==> src/rtl/ahb_register_bank.sv <==
// AHB-Lite slave data-phase stage: registers decoder selects at address accept,
// performs register writes/reads, and produces zero-wait OKAY or two-cycle ERROR.
module ahb_register_bank #(
    parameter int          HDATA_WIDTH     = 32,
    parameter logic [15:0] PAYLOAD_RESET   = 16'h0000,
    parameter logic [7:0]  DATA_SIZE_RESET = 8'h00
) (
    input  logic                   hclk,
    input  logic                   hresetn,
    input  logic                   hsel_x,
    input  logic                   hready,
    input  logic                   hwrite,
    input  logic [2:0]             haddr,
    input  logic [1:0]             htrans,
    input  logic [2:0]             hsize,
    input  logic [HDATA_WIDTH-1:0] hwdata,
    input  logic [1:0]             write_select,
    input  logic [1:0]             read_select,
    input  logic                   map_hresp,
    output logic                   hreadyout,
    output logic                   hresp,
    output logic [HDATA_WIDTH-1:0] hrdata,
    output logic [15:0]            payload_o,
    output logic [7:0]             data_size_o,
    output logic                   payload_wr
);

    typedef enum logic [1:0] {
        S_IDLE = 2'd0,
        S_DATA = 2'd1,
        S_ERR1 = 2'd2,
        S_ERR2 = 2'd3
    } state_t;

    state_t      r_state;
    state_t      w_state_next;

    logic        r_hwrite;
    logic [2:0]  r_haddr;
    logic [1:0]  r_wsel;
    logic [1:0]  r_rsel;

    logic [15:0] r_payload;
    logic [7:0]  r_data_size;
    logic        r_payload_wr;
    logic [3:0]  r_err_cnt;
    logic [2:0]  r_err_addr;
    logic        r_err_dir;

    logic        w_accept;
    logic        w_wr_en;
    logic        w_rd_en;
    logic        w_err_entry;
    logic        w_err_clear;
    logic [7:0]  w_err_status;
    logic        w_unused;

    // ERR1 drives hready low bus-wide, so no address phase can land there.
    assign w_accept     = hsel_x & hready & htrans[1] & (r_state != S_ERR1);
    assign w_wr_en      = (r_state == S_DATA) &  r_hwrite;
    assign w_rd_en      = (r_state == S_DATA) & ~r_hwrite;
    assign w_err_entry  = w_accept & map_hresp;
    assign w_err_clear  = w_rd_en & (r_rsel == 2'd0);
    assign w_err_status = {r_err_dir, r_err_addr, r_err_cnt};
    assign w_unused     = ^{hsize, htrans[0], hwdata[15:8], r_haddr};

    always_ff @(posedge hclk or negedge hresetn) begin
        if (!hresetn) begin
            r_state <= S_IDLE;
        end else begin
            r_state <= w_state_next;
        end
    end

    always_comb begin
        w_state_next = S_IDLE;
        if (r_state == S_ERR1) begin
            w_state_next = S_ERR2;
        end else if (w_accept) begin
            w_state_next = map_hresp ? S_ERR1 : S_DATA;
        end
    end

    always_comb begin
        hreadyout = (r_state != S_ERR1);
        hresp     = (r_state == S_ERR1) || (r_state == S_ERR2);
    end

    always_ff @(posedge hclk or negedge hresetn) begin
        if (!hresetn) begin
            r_hwrite <= 1'b0;
            r_haddr  <= 3'd0;
            r_wsel   <= 2'd0;
            r_rsel   <= 2'd0;
        end else if (w_accept) begin
            r_hwrite <= hwrite;
            r_haddr  <= haddr;
            r_wsel   <= write_select;
            r_rsel   <= read_select;
        end
    end

    always_ff @(posedge hclk or negedge hresetn) begin
        if (!hresetn) begin
            r_payload    <= PAYLOAD_RESET;
            r_data_size  <= DATA_SIZE_RESET;
            r_payload_wr <= 1'b0;
        end else begin
            r_payload_wr <= 1'b0;
            if (w_wr_en) begin
                case (r_wsel)
                    2'd0: begin
                        r_payload    <= hwdata[31:16];
                        r_payload_wr <= 1'b1;
                    end
                    2'd1: begin
                        r_payload[15:8] <= hwdata[31:24];
                        r_payload_wr    <= 1'b1;
                    end
                    2'd2:    r_data_size <= hwdata[7:0];
                    default: ;
                endcase
            end
        end
    end

    // A new error entry outranks the read-to-clear landing on the same edge.
    always_ff @(posedge hclk or negedge hresetn) begin
        if (!hresetn) begin
            r_err_cnt  <= 4'd0;
            r_err_addr <= 3'd0;
            r_err_dir  <= 1'b0;
        end else if (w_err_entry) begin
            if (w_err_clear) begin
                r_err_cnt <= 4'd1;
            end else if (r_err_cnt != 4'hF) begin
                r_err_cnt <= r_err_cnt + 4'd1;
            end
            r_err_addr <= haddr;
            r_err_dir  <= hwrite;
        end else if (w_err_clear) begin
            r_err_cnt  <= 4'd0;
            r_err_addr <= 3'd0;
            r_err_dir  <= 1'b0;
        end
    end

    always_comb begin
        hrdata = '0;
        if (w_rd_en) begin
            case (r_rsel)
                2'd0: hrdata[15:8]  = w_err_status;
                2'd1: hrdata[31:16] = r_payload;
                2'd2: hrdata[31:24] = r_payload[15:8];
                2'd3: hrdata[7:0]   = r_data_size;
                default: ;
            endcase
        end
    end

    assign payload_o   = r_payload;
    assign data_size_o = r_data_size;
    assign payload_wr  = r_payload_wr;

endmodule

==> config.mk <==
export PLATFORM = sky130hd
export DESIGN_NAME = ahb_register_bank
export DESIGN_NICKNAME = d
export VERILOG_FILES = /design/src/rtl/ahb_register_bank.sv
export SDC_FILE = /design/constraint.sdc
export NUM_CORES = 1
export LEC_CHECK = 0
export BUFFER_PORTS_ARGS = -buffer_cell sky130_fd_sc_hd__buf_4
export CORE_ASPECT_RATIO = 0.6
export CORE_UTILIZATION = 47
export DETAILED_ROUTE_END_ITERATION = 8
export PLACE_DENSITY = 0.95
export SYNTH_ARGS = -nofsm -noshare
export SYNTH_HDL_FRONTEND = slang
export SYNTH_SLANG_ARGS = --single-unit
==> constraint.sdc <==
create_clock -name hclk -period 2.8 [get_ports hclk]
set_clock_uncertainty 0.1 [all_clocks]
set_input_delay 0.14 -clock hclk [delete_from_list [all_inputs] [get_ports hclk]]
set_output_delay 0.14 -clock hclk [all_outputs]
set_load 0.02 [all_outputs]
==> results_dict.tcl, run 1 <==
set metrics [dict create \
    r2r_setup_slack_ps 1010 \
    synth_area_leaders "dfrtp_1, mux2_2, and3_1" \
    required_ps 2560 \
    synth_async_sr_flop_share_pct 100.0 \
    first_pass_iters 4 \
    fp.dieH_um 51.03 \
    crit_path_start_kind "flop" \
    r2r-start "r_rsel[0]$_DFFE_PN0P_" \
    drive_gt1_share_pct 49.12 \
    grt_overflow_total 0 \
    viasPerCell 5.252 \
    ys.flop_type "dfrtp_1" \
    yosys.area_share.simple_pct 19.60 \
    grt_pass1_vias 1649 \
    root_buffer "clkbuf_8" \
    p_comb_share_pct 42.1 \
    synth-warning-count 0 \
    crit_slowest_cell "and4bb_1" \
    start_util_pct 50.30 \
    crit_start "r_rsel[0]$_DFFE_PN0P_" \
    yosys.area.top_type "dfrtp_1" \
    die_x_um 83.72 \
    drv_slew 0 \
    antenna_found_initial 0 \
    relSlewSlack_pct 57.06 \
    synth_fa_ha_area_share_pct 2.658 \
    syn_inst 151 \
    power.switching_uw 969.2 \
    antenna_left 0 \
    syn_area_um2 1883 \
    ir_drop_v 0.0006137 \
    fin_setup_tns_ps 0 \
    syn_area_per_cell_um2 12.47 \
    core_um2 3744 \
    drc 0 \
    cp_slowest_stage_delay_ps 480 \
    area_growth_pct 64.45 \
    cts.sinks 40 \
    hp-class "in -> reg" \
    htreeDepth 2 \
    wl_per_cell_um 15.70 \
    vias 1733 \
    r2r_cells 5 \
    rsz0062_at_grt "no" \
    status "complete, no violations" \
    cap_violations 0 \
    nets 336 \
    postCtsSetupRepairBufs 0 \
    cts_tree "built" \
    intPower_mw 1.704 \
    synth_cell_type_count 29 \
    critPathMaxFanout 16 \
    path_class "reg -> out" \
    synth_edf_count 0 \
    grt_pass1_wl_um 8135 \
    cp-end-kind "output port" \
    netlist.area_leader.share_pct 53.16 \
    leakagePower_nw 1.630 \
    synth_compound_area_share_pct 5.515 \
    period_needed_ps 2012 \
    drt-initial-drc-count 57 \
    fmax_ghz 0.4971 \
    synth_seq_cells 40 \
    port_buffers 96 \
    path_clk_slew_ps 70 \
    seq_power_share_pct 39.1 \
    path_cells "inv_1 -> ha_1 -> and4bb_1 -> and2_1 -> buf_4" \
    clockBufferDepth 2 \
    die-area_um2 4272 \
    cp-endpoint "hrdata[13]" \
    place_congestion 0.8222 \
    final-hold-violation-count 0 \
    grt_use_total_pct 24.69 \
    routed_wl_um 5180 \
    finalSetupViolCount 0 \
    dpl.hpwl_um 3178 \
    synth_most_common_cell "dfrtp_1" \
    pwr-share-clk_pct 18.7 \
    muxShareOfSynthArea_pct 17.28 \
    ioPinCount 109 \
    synth_top_family_by_area "simple AND/OR/NAND/NOR gates" \
    insertedDiodeCount 0 \
    synth_nets 205 \
    grt_max_degree 41 \
    synth-xor-area-share_pct 0 \
    period_share_pct 71.85 \
    powerDensity_nw_per_um2 863.4 \
    swShare_pct 36.25 \
    final_util_pct 82.72 \
    hold_path_depth 2 \
    arrival_ps 1770 \
    clock_latency_ps 280 \
    netlist_top_cells_count "dfrtp_1, mux2_2, and3_1, and2_1, o21ai_0" \
    synth-seq-area-share_pct 53.16 \
    worstMarginPinSlew_ps 640.6 \
    r2r_end "r_err_addr[0]$_DFFE_PN0P_" \
    p_total_mw 2.674 \
    rows 17 \
    cts_buffers 5 \
]
==> routing by layer <==
metal	wire, um	track usage [%]	vias to the layer above
li1	-	-	812
met4	0	3.672	0
met3	355	7.593	0
met1	2290	32.00	853
met2	2534	42.28	68
met5	0	0	-
==> flip-flops by register name, indices dropped and copies added, names as in the netlist <==
register     flops
data_size_o      8
payload_o       16
r_err_cnt        4
payload_wr       1
r_err_addr       3
r_hwrite         1
r_state          2
r_rsel           2
r_err_dir        1
r_wsel           2
==> worst max-delay path: cells and delay by family (launching register included) <==
family                     cells  cell delay, ps
and+or+nand+nor                2             690
DFF                            1             420
buffers and inverters          2             230
adders and majority gates      1             150
==> through the flow <==
stage | hold WS [ps] | setup WS, ps | area [um2] | std cells
after detailed placement | 38.20 | 1029 | 2660 | 291
after floorplan | -255.6 | 1218 | 1883 | 151
after global placement | 42.75 | 1073 | 2660 | 291
after global routing | 1.185 | 651.3 | 3097 | 330
after CTS | 2.076 | 797.6 | 3097 | 330
final | 5.199 | 788.3 | 3097 | 330
==> power by group through the flow <==
stage | sequential, mW | combinational [mW] | clock (mW)
after floorplan | 1.21 | 0.417 | 0
after CTS | 1.03 | 1.11 | 0.513
after global routing | 1.08 | 1.20 | 0.536
final | 1.05 | 1.13 | 0.501
after detailed placement | 1.04 | 1.08 | 0
after global placement | 1.02 | 1.05 | 0
==> cells in the final DEF, fill, tap and decap left out, drive strengths merged, types with 4 or more instances in the layout <==
master	count
buf	97
dfrtp	40
dlygate4sd3	31
mux2	28
and3	26
and2	8
clkbuf	7
o21ai	5
inv	4
nand3	4
a22o	4
ha	4
==> how the worst min path moves through the flow <==
stage / from / to / slack (ps)
2_1_floorplan: hresetn / data_size_o[0]$_DFFE_PN0P_ / -260
3_3_place_gp: hresetn / payload_wr$_DFF_PN0_ / 40
3_5_place_dp: hresetn / payload_wr$_DFF_PN0_ / 40
4_1_cts: map_hresp / r_state[0]$_DFF_PN0_ / 2
5_1_grt: hwdata[28] / payload_o[12]$_DFFE_PN0P_ / 1
6_report: map_hresp / r_state[0]$_DFF_PN0_ / 5
==> cell type report <==
cell class	instances	area, um2
Timing Repair Buffer	128	1039
Sequential cell	40	1001
Multi-Input combinational cell	102	853.3
Fill cell	214	646.9
Clock buffer	7	96.34
Tap cell	47	58.81
Clock inverter	1	30.03
Inverter	5	18.77
==> cells by family after synthesis <==
family | count (synthesis)
flops | 40
buf+inv | 9
fa+ha+maj | 4
mux | 29
simple gates | 54
compound gates | 15
==> what timing repair did <==
action | 4_1_cts | 5_1_grt
resized for setup | 0 | 0
hold buffers | 31 | 0
hold endpoints to repair | 71 | 0
Note: power is estimated with default switching activity, not from simulation.
==> inputs of run 2 (changes only) <==
- ABC_AREA: unset -> 1
- CORE_UTILIZATION: 47 -> 44
- PLACE_DENSITY: 0.95 -> 0.91
- clock period: 2.8 -> 2 ns (I/O delays scaled with it)
==> results_dict.tcl, run 2 <==
set metrics [dict create \
    status "complete, no violations" \
    critPathMaxFanout 19 \
    fmax_ghz 0.5440 \
    r2r_setup_slack_ps 270 \
    synth-seq-area-share_pct 51.55 \
    fp.dieH_um 53.46 \
    netlist_top_cells_count "nand2_1, dfrtp_1, inv_1, nor2_1, o21ai_0" \
    root_buffer "clkbuf_8" \
    syn_inst 242 \
    dpl_cell_area_um2 2698 \
    p_comb_share_pct 48.7 \
    clock_latency_ps 280 \
    seqCellArea_um2 1001 \
    grt_max_degree 41 \
    design_area_um2 3152 \
    cts.sinks 40 \
    wl_per_cell_um 13.63 \
    viasPerCell 4.771 \
    crit_start "r_state[1]$_DFF_PN0_" \
    place_congestion 0.8255 \
    grt_pass1_wl_um 8611 \
    die_x_um 87.77 \
    cap_violations 0 \
    cp-end-kind "output port" \
    period_share_pct 91.91 \
    required_ps 1800 \
    synth-warning-count 0 \
    finalSetupViolCount 0 \
    grt_overflow_total 0 \
    grt_pass1_vias 1915 \
    final_common_cell "buf_4" \
    seq_power_share_pct 36.7 \
    final_cell_mix "buf_4, nand2_1, dfrtp_1" \
    first_pass_iters 4 \
    drive_gt1_share_pct 30.65 \
    ir_drop_v 0.0006383 \
    dpl.hpwl_um 3753 \
    core_um2 4167 \
    relSlewSlack_pct 63.94 \
    ioPinCount 109 \
    arrival_ps 1640 \
    final-hold-violation-count 0 \
    swShare_pct 43.66 \
    cts_tree "built" \
    syn_area_um2 1942 \
    rsz0062_at_grt "no" \
    hp-start "hready" \
    crit_path_start_kind "flop" \
    yosys.area.top_type "dfrtp_1" \
    port_buffers 96 \
    nets 426 \
    synth_most_common_cell "nand2_1" \
    worstMarginPinSlew_ps 539.0 \
    largest_reg_flops 16 \
    r2r-start "r_state[1]$_DFF_PN0_" \
    area_growth_pct 62.31 \
    synth_area_leaders "dfrtp_1, nand2_1, o21ai_0" \
    period_needed_ps 1838 \
    multi_input_area_um2 790.8 \
    synth_nets 296 \
    fin_setup_tns_ps 0 \
    leakagePower_nw 1.645 \
    clockBufferDepth 2 \
    drt-initial-drc-count 78 \
    intPower_mw 2.204 \
    antenna_left 0 \
    syn_area_per_cell_um2 8.024 \
    powerDensity_nw_per_um2 1241 \
    netlist.area_leader.share_pct 51.55 \
    rows 18 \
    cts_buffers 5 \
    htreeDepth 2 \
    hp-class "in -> reg" \
    synth_edf_count 0 \
    die-area_um2 4692 \
    path_clk_slew_ps 80 \
    start_util_pct 46.61 \
    drc 0 \
    path_class "reg -> out" \
    routed_wl_um 5889 \
    pwr-share-clk_pct 14.6 \
    postCtsSetupRepairBufs 0 \
    power.switching_mw 1.708 \
    synth_seq_cells 40 \
    synth_cell_type_count 21 \
    antenna_found_initial 0 \
    grt_use_total_pct 24.49 \
    synth_async_sr_flop_share_pct 100.0 \
    insertedDiodeCount 0 \
    n_fill_cell 296 \
    ys.flop_type "dfrtp_1" \
    drv_slew 0 \
    vias 2061 \
]
==> run 2: changes by cell type in the layout (fill, tap and decap cells not counted), moves of 8 or more <==
| cell | delta |
|---|---|
| nor2_1 | +26 |
| and2_1 | -8 |
| nand2_1 | +68 |
| mux2_2 | -28 |
| nand3_1 | +15 |
| inv_1 | +25 |
| o21ai_0 | +22 |
| and3_1 | -26 |
==> run 2: critical path: stages (launching register included) <==
cell and delay, ps:
dfrtp_1 440, nor2_4 250, nand2_4 200, nor3_1 260, buf_4 200
==> run 2: cell type report <==
cell class / instances / area share (%)
Sequential cell: 40 / 31.76
Clock buffer: 7 / 3.057
Tap cell: 60 / 2.382
Inverter: 30 / 3.573
Timing Repair Buffer: 132 / 34.14
Multi-Input combinational cell: 163 / 25.09
==> run 2: what timing repair did <==
action                                  4_1_cts  5_1_grt
resized for setup                             0        3
hold buffers                                 34        0
endpoints found under the setup margin        0        6
hold endpoints to repair                     75        0
==> run 2: logic make-up after synthesis <==
kind of cell             after synthesis  share of synthesized area (%)
AND/OR/NAND/NOR                      131                          29.83
buffers and inverters                 39                          8.633
XOR/XNOR                               1                         0.4511
AO/OA/AOI/OAI                         27                          6.959
adder cells (fa/ha/maj)                4                          2.577
flip-flops                            40                          51.55
==> run 2: routing by layer <==
layer  GRT usage (%)  part of all wire, %  wire length, um  vias up
li1                -                    -                -     1010
met1           29.30                   44             2591      973
met2           44.44                   47             2786       74
met3           7.176                  8.1              477        4
met4           4.372                 0.54               32        0
met5               0                    0                0        -
==> run 2: path summary, 6_finish.rpt <==
kind                                              to  depth (start not counted)
max                                        hrdata[6]                          4
min                             r_state[0]$_DFF_PN0_                          3
max reg2reg                 r_err_cnt[1]$_DFFE_PN0P_                          6
min reg2reg                 payload_o[0]$_DFFE_PN0P_                          2
max in group asynchronous   payload_o[3]$_DFFE_PN0P_                          2
min in group asynchronous  payload_o[10]$_DFFE_PN0P_                          2
==> run 2: through the flow <==
| stage | util [%] | hold WS (ps) | instances | worst slack [ps] | power (mW) |
|---|---|---|---|---|---|
| floorplan | - | -295.6 | 242 | 539.0 | 2.455 |
| global placement | 64.74 | -3.105 | 391 | 387.7 | 3.143 |
| detailed placement | 64.74 | 8.710 | 391 | 338.0 | 3.223 |
| CTS | 75.23 | 32.43 | 432 | 76.70 | 3.849 |
| global route | 75.65 | 83.25 | 432 | 38.29 | 4.165 |
| finish | 75.65 | 32.92 | 432 | 161.7 | 3.913 |
==> run 2: power groups by stage <==
stage          combinational, mW  clock, mW  sequential [mW]
6_report                    1.91      0.569             1.44
5_1_grt                     2.08      0.615             1.47
2_1_floorplan              0.756          0             1.70
4_1_cts                     1.85      0.579             1.42
3_3_place_gp                1.73          0             1.41
3_5_place_dp                1.79          0             1.43
